### config.mk
export PLATFORM = sky130hd
export DESIGN_NAME = bsg_rx
export DESIGN_NICKNAME = d
export VERILOG_FILES = /design/src/rtl/bsg_rx.sv
export SDC_FILE = /design/constraint.sdc
export NUM_CORES = 1
export LEC_CHECK = 0
export BUFFER_PORTS_ARGS = -buffer_cell sky130_fd_sc_hd__buf_2
export CAP_MARGIN = 20
export CORE_MARGIN = 3
export CORE_UTILIZATION = 25
export DETAILED_ROUTE_END_ITERATION = 7
export MAX_ROUTING_LAYER = met4
export PLACE_DENSITY_LB_ADDON = 0.08
export REMOVE_ABC_BUFFERS = 1
export SLEW_MARGIN = 10
export SYNTH_ARGS = -nofsm -noshare
export SYNTH_HDL_FRONTEND = slang
export SYNTH_SLANG_ARGS = --single-unit
export TNS_END_PERCENT = 1
### constraint.sdc
create_clock -name SYS_CLK -period 1.5 [get_ports SYS_CLK]
set_input_delay 0.3 -clock SYS_CLK [delete_from_list [all_inputs] [get_ports SYS_CLK]]
set_output_delay 0.3 -clock SYS_CLK [all_outputs]
set_load 0.05 [all_outputs]
### src/rtl/bsg_rx.sv
// bsg_rx: serial frame receiver with a CONTROL/DATA_1/DATA_2 register bus.
// Deserializes 16-bit LSB-first frames into two byte registers and flags IRQ.
module bsg_rx #(
    parameter int CLKS_PER_BIT = 16,
    parameter int SYNC_STAGES  = 2
) (
    input  logic       SYS_CLK,
    input  logic       reset,
    input  logic       RX_IN,
    input  logic       valid,
    input  logic       write,
    input  logic [1:0] endereco,
    input  logic [7:0] data_in,
    output logic       ready,
    output logic [7:0] data_out,
    output logic       IRQ
);

    localparam int CW = (CLKS_PER_BIT > 2) ? $clog2(CLKS_PER_BIT) : 1;
    localparam logic [CW-1:0] CNT_LAST = CW'(CLKS_PER_BIT - 1);
    localparam logic [CW-1:0] CNT_HALF = CW'(CLKS_PER_BIT / 2 - 1);

    localparam logic [1:0] A_CTRL = 2'd0;
    localparam logic [1:0] A_D1   = 2'd1;
    localparam logic [1:0] A_D2   = 2'd2;

    typedef enum logic [1:0] {
        IDLE,
        START,
        DATA,
        STOP
    } state_t;

    // synchronizer and receive datapath
    logic [SYNC_STAGES-1:0] sync_q;
    logic                   rx_s;
    state_t                 state_q, state_d;
    logic [CW-1:0]          bit_cnt_q, bit_cnt_d;
    logic [3:0]             bit_idx_q, bit_idx_d;
    logic [15:0]            shift_q, shift_d;
    logic                   frame_ok;
    logic                   frame_err;

    // register file
    logic       rxen_q, rxen_d;
    logic       intmsk_q, intmsk_d;
    logic       intflag_q, intflag_d;
    logic       overrun_q, overrun_d;
    logic       frameerr_q, frameerr_d;
    logic [7:0] data1_q, data1_d;
    logic [7:0] data2_q, data2_d;

    // bus side
    logic       ready_q, ready_d;
    logic [7:0] dout_q, dout_d;
    logic       access;
    logic       wr_ctrl;
    logic       rd_d2;
    logic [7:0] rdata;
    logic [7:0] ctrl_rd;
    logic       unused_bits;

    assign rx_s        = sync_q[SYNC_STAGES-1];
    assign ready       = ready_q;
    assign data_out    = dout_q;
    assign IRQ         = intflag_q & intmsk_q;
    assign unused_bits = ^{data_in[7:6], data_in[3]};

    // RX_IN synchronizer shift chain, idles high
    always_ff @(posedge SYS_CLK) begin
        if (!reset) begin
            sync_q <= '1;
        end else begin
            sync_q <= {sync_q[SYNC_STAGES-2:0], RX_IN};
        end
    end

    // receive FSM next-state, bit timing and frame completion events
    always_comb begin
        state_d   = state_q;
        bit_cnt_d = bit_cnt_q;
        bit_idx_d = bit_idx_q;
        shift_d   = shift_q;
        frame_ok  = 1'b0;
        frame_err = 1'b0;
        if (state_q != IDLE && !rxen_q) begin
            state_d   = IDLE;
            bit_cnt_d = '0;
            bit_idx_d = '0;
        end else begin
            unique case (state_q)
                IDLE: begin
                    if (rxen_q && !rx_s) begin
                        state_d   = START;
                        bit_cnt_d = '0;
                    end
                end
                START: begin
                    if (bit_cnt_q == CNT_HALF) begin
                        bit_cnt_d = '0;
                        bit_idx_d = '0;
                        state_d   = rx_s ? IDLE : DATA;
                    end else begin
                        bit_cnt_d = bit_cnt_q + 1'b1;
                    end
                end
                DATA: begin
                    if (bit_cnt_q == CNT_LAST) begin
                        bit_cnt_d          = '0;
                        shift_d[bit_idx_q] = rx_s;
                        bit_idx_d          = bit_idx_q + 1'b1;
                        if (bit_idx_q == 4'd15) begin
                            state_d = STOP;
                        end
                    end else begin
                        bit_cnt_d = bit_cnt_q + 1'b1;
                    end
                end
                STOP: begin
                    if (bit_cnt_q == CNT_LAST) begin
                        bit_cnt_d = '0;
                        state_d   = IDLE;
                        frame_ok  = rx_s;
                        frame_err = !rx_s;
                    end else begin
                        bit_cnt_d = bit_cnt_q + 1'b1;
                    end
                end
                default: begin
                    state_d   = IDLE;
                    bit_cnt_d = '0;
                end
            endcase
        end
    end

    // receive FSM state, counters and shift register
    always_ff @(posedge SYS_CLK) begin
        if (!reset) begin
            state_q   <= IDLE;
            bit_cnt_q <= '0;
            bit_idx_q <= '0;
            shift_q   <= '0;
        end else begin
            state_q   <= state_d;
            bit_cnt_q <= bit_cnt_d;
            bit_idx_q <= bit_idx_d;
            shift_q   <= shift_d;
        end
    end

    // bus decode, read mux and register next-state; hardware sets win
    always_comb begin
        access  = valid && !ready_q;
        wr_ctrl = access && write && (endereco == A_CTRL);
        rd_d2   = access && !write && (endereco == A_D2);
        ctrl_rd = {2'b00, frameerr_q, overrun_q,
                   (state_q != IDLE), intflag_q, intmsk_q, rxen_q};
        rdata   = 8'h00;
        unique case (endereco)
            A_CTRL:  rdata = ctrl_rd;
            A_D1:    rdata = data1_q;
            A_D2:    rdata = data2_q;
            default: rdata = 8'h00;
        endcase

        ready_d = access;
        dout_d  = (access && !write) ? rdata : 8'h00;

        rxen_d     = wr_ctrl ? data_in[0] : rxen_q;
        intmsk_d   = wr_ctrl ? data_in[1] : intmsk_q;
        intflag_d  = intflag_q;
        overrun_d  = overrun_q;
        frameerr_d = frameerr_q;
        data1_d    = data1_q;
        data2_d    = data2_q;

        if ((wr_ctrl && data_in[2]) || rd_d2) begin
            intflag_d = 1'b0;
        end
        if (wr_ctrl && data_in[4]) begin
            overrun_d = 1'b0;
        end
        if (wr_ctrl && data_in[5]) begin
            frameerr_d = 1'b0;
        end
        if (frame_ok) begin
            intflag_d = 1'b1;
            data1_d   = shift_q[7:0];
            data2_d   = shift_q[15:8];
            if (intflag_q) begin
                overrun_d = 1'b1;
            end
        end
        if (frame_err) begin
            frameerr_d = 1'b1;
        end
    end

    // register file and bus response registers
    always_ff @(posedge SYS_CLK) begin
        if (!reset) begin
            rxen_q     <= 1'b0;
            intmsk_q   <= 1'b0;
            intflag_q  <= 1'b0;
            overrun_q  <= 1'b0;
            frameerr_q <= 1'b0;
            data1_q    <= 8'h00;
            data2_q    <= 8'h00;
            ready_q    <= 1'b0;
            dout_q     <= 8'h00;
        end else begin
            rxen_q     <= rxen_d;
            intmsk_q   <= intmsk_d;
            intflag_q  <= intflag_d;
            overrun_q  <= overrun_d;
            frameerr_q <= frameerr_d;
            data1_q    <= data1_d;
            data2_q    <= data2_d;
            ready_q    <= ready_d;
            dout_q     <= dout_d;
        end
    end

endmodule

==> flow_summary.yaml <==
global_routing:
  grt_pass1_wl_mm: 11.1
  grtUsageTotal_pct: 11.7
  grt_start_max_net_pins: 19
  antenna_found_initial: 0
  grt_pass1_vias: 2156
  overflow: 0
place:
  place_hpwl_mm: 4.75
  port_buffers: 21
  dp_cells: 462
  routabilityCongestion: 0.711
  place_area_sq_mm: 0.00314
timing:
  fmax_mhz: 687
  hold_violations: 0
  worst_hold_slack_ns: 0.142
  min_period_ns: 1.46
  finClkSkew_ns: 0.00859
  tightestPinTransition_ns: 0.678
  fin_crit_sh_pct: 97.0
  setup_violations: 0
  rsz0062_at_grt: "true"
  final-max-slew-violation-count: 0
  slew-limit-headroom_pct: 54.7
layout:
  stdcell_count: 483
  post-route-cell-area_sq_mm: 0.00345
  diodes: 0
  nFillCells: 1111
  multi_input_area_sq_mm: 0.00146
  drive_above_1_share_pct: 32.3
  final_common_cell: "dfxtp_1"
  nNetsFinal: 362
  final_cell_mix: "54 x dfxtp_1, 29 x buf_4, 27 x nand2_1, 24 x nor2b_1, 24 x mux2i_1"
  syn_to_final_growth_pct: 26.0
  seq_area_sq_mm: 0.00117
critical_path:
  critPathRequiredTime_ns: 1.78
  start_kind: "flop"
  path_class: "reg -> reg"
  r2r_start: "bit_cnt_q[1]$_SDFFE_PP0P_"
  crit_arrival_ns: 1.73
  crit_fanout: 8
  end_kind: "flop"
  startpoint: "bit_cnt_q[1]$_SDFFE_PP0P_"
routing:
  drc: 0
  drt_pass1_iterations: 4
  ant_nets: 0
  drt_wl_total_mm: 6.68
  wl_per_cell_um: 13.8
  first_iter_violations: 75
  vias: 2130
  vias_per_cell: 4.41
power_and_ir_drop:
  p_per_area_mw_per_mm2: 899
  power_leakage_uw: 0.00141
  vdd_ir_drop_max_mv: 0.389
floorplan:
  ios: 25
  fp.dieW_um: 111
  core_sq_mm: 0.0105
  rows: 37
  die_h_um: 111
  die_area_sq_mm: 0.0122
  start_util_pct: 26.1
cts:
  cts_hold_buf: 0
  cts_made_buffers: 9
  cts_tree: "built"
  h-tree-depth: 3
  clkLatencyLatePin_ns: 0.34
  clkTransAtPathRegs_ns: 0.06
  cts.sinks: 58
  cts_root_buf: "clkbuf_8"
  clock_path_buffers: 2
min_path:
  hp-start: "RX_IN"
  hp-class: "in -> reg"
run:
  cap_violations: 0
logic_synthesis:
  post_synth_num_cell_types: 47
  syn-cell-area_sq_mm: 0.00274
  synth_async_sr_flop_share_pct: 0
  avgSynthCellArea_sq_um: 9.28
  synth-seq-cells: 58
  seq_area_frac_synth_pct: 42.4
  syn_inst: 295
  synth_enable_flop_cells: 0
  ys_warn_count: 0
  ys.flop_type: "dfxtp_1"
run_status:
  outcome: "finished clean"
cell families after synthesis:
kind of cell | share of synthesized area [%]
simple gates | 25.8
buf+inv | 5.80
compound gates | 14.6
mux | 8.77
fa+ha+maj | 2.28
xor+xnor | 0.320
flops | 42.4
synth_stat cells (all sizes together), types with 2 or more instances:
| library cell | count | share of area (%) |
|---|---|---|
| a21boi | 18 | 6.3 |
| a21oi | 11 | 2.0 |
| a22oi | 2 | 0.55 |
| a31oi | 2 | 0.46 |
| a32oi | 3 | 0.96 |
| and2 | 4 | 0.91 |
| and4bb | 2 | 0.91 |
| buf | 12 | 3.7 |
| clkbuf | 8 | 1.1 |
| dfxtp | 58 | 42 |
| ha | 5 | 2.3 |
| inv | 7 | 0.96 |
| mux2i | 24 | 8.8 |
| nand2 | 40 | 6.4 |
| nand2b | 2 | 0.46 |
| nand3 | 20 | 3.7 |
| nor2 | 18 | 2.5 |
| nor2b | 24 | 5.5 |
| nor3 | 5 | 1.3 |
| o21a | 4 | 1.1 |
| o21ai | 5 | 0.91 |
| or2 | 2 | 0.46 |
| or3 | 4 | 0.91 |
state kept, by name, summed over array words and instances (netlist names), named ones only:
register,flops
shift_q,16
data1_q,8
data2_q,8
data_out,8
bit_cnt_q,4
bit_idx_q,4
sync_q,2
frameerr_q,1
intflag_q,1
intmsk_q,1
overrun_q,1
ready,1
rxen_q,1
state_q,1
metal layers:
metal	part of all wire [%]	up-vias	wire (um)	GRT usage (%)
met5	0	-	0	-
met4	1.6	0	109	4.43
met3	2.7	11	178	3.00
met2	43	24	2870	17.0
met1	53	991	3520	15.6
li1	-	1104	-	-
what timing repair did:
item | 4_1_cts | 5_1_grt
cloned | 0 | 1
endpoints found under the setup margin | 30 | 29
gates resized for setup | 6 | 11
pin swaps | 0 | 6
endpoints found under the hold margin | 0 | 0
setup buffers | 0 | 4
path summary, 6_finish.rpt:
check | slack (ns) | cells past startpoint | endpoint
min reg2reg | 0.41 | 1 | sync_q[1]$_SDFF_PN1_
max reg2reg | 0.04 | 7 | data1_q[5]$_SDFFE_PN0P_
max | 0.04 | 7 | data1_q[5]$_SDFFE_PN0P_
min | 0.14 | 2 | sync_q[0]$_SDFF_PN1_
metrics by stage:
stage               TNS, ns  util (%)  worst slack (ns)  power [uW]
finish                    0      32.8            0.0447        3100
global route         -0.365      32.8           -0.0363        3260
CTS                       0      32.0            0.0254        3170
detailed placement    -1.77      29.9            -0.136        1710
global placement      -1.87      29.9            -0.149        1710
floorplan             -4.73         -            -0.229        1630
worst max-delay path, cell delays in order, from the launching register on:
cell and delay, ns:
dfxtp_2 0.35, ha_4 0.17, nand4_4 0.11, buf_6 0.15
nor3_4 0.22, clkbuf_16 0.22, nand2_1 0.07, a21boi_2 0.10
where the power goes:
group | internal, uW | leakage (uW) | switching (uW)
logic | 55.7 | 0.000837 | 66.9
registers | 1540 | 0.000470 | 3.72
clock network | 806 | 0.000103 | 627
total | 2410 | 0.00141 | 697
final cells by class:
class	instances	share of cell area, %
clock inverter	5	1.56
tap	136	4.93
timing repair buffer	56	12.5
inverter	7	0.761
multi-input combinational	210	42.4
clock buffer	11	4.10
sequential	58	33.8
Note: power is estimated with default switching activity, not from simulation.
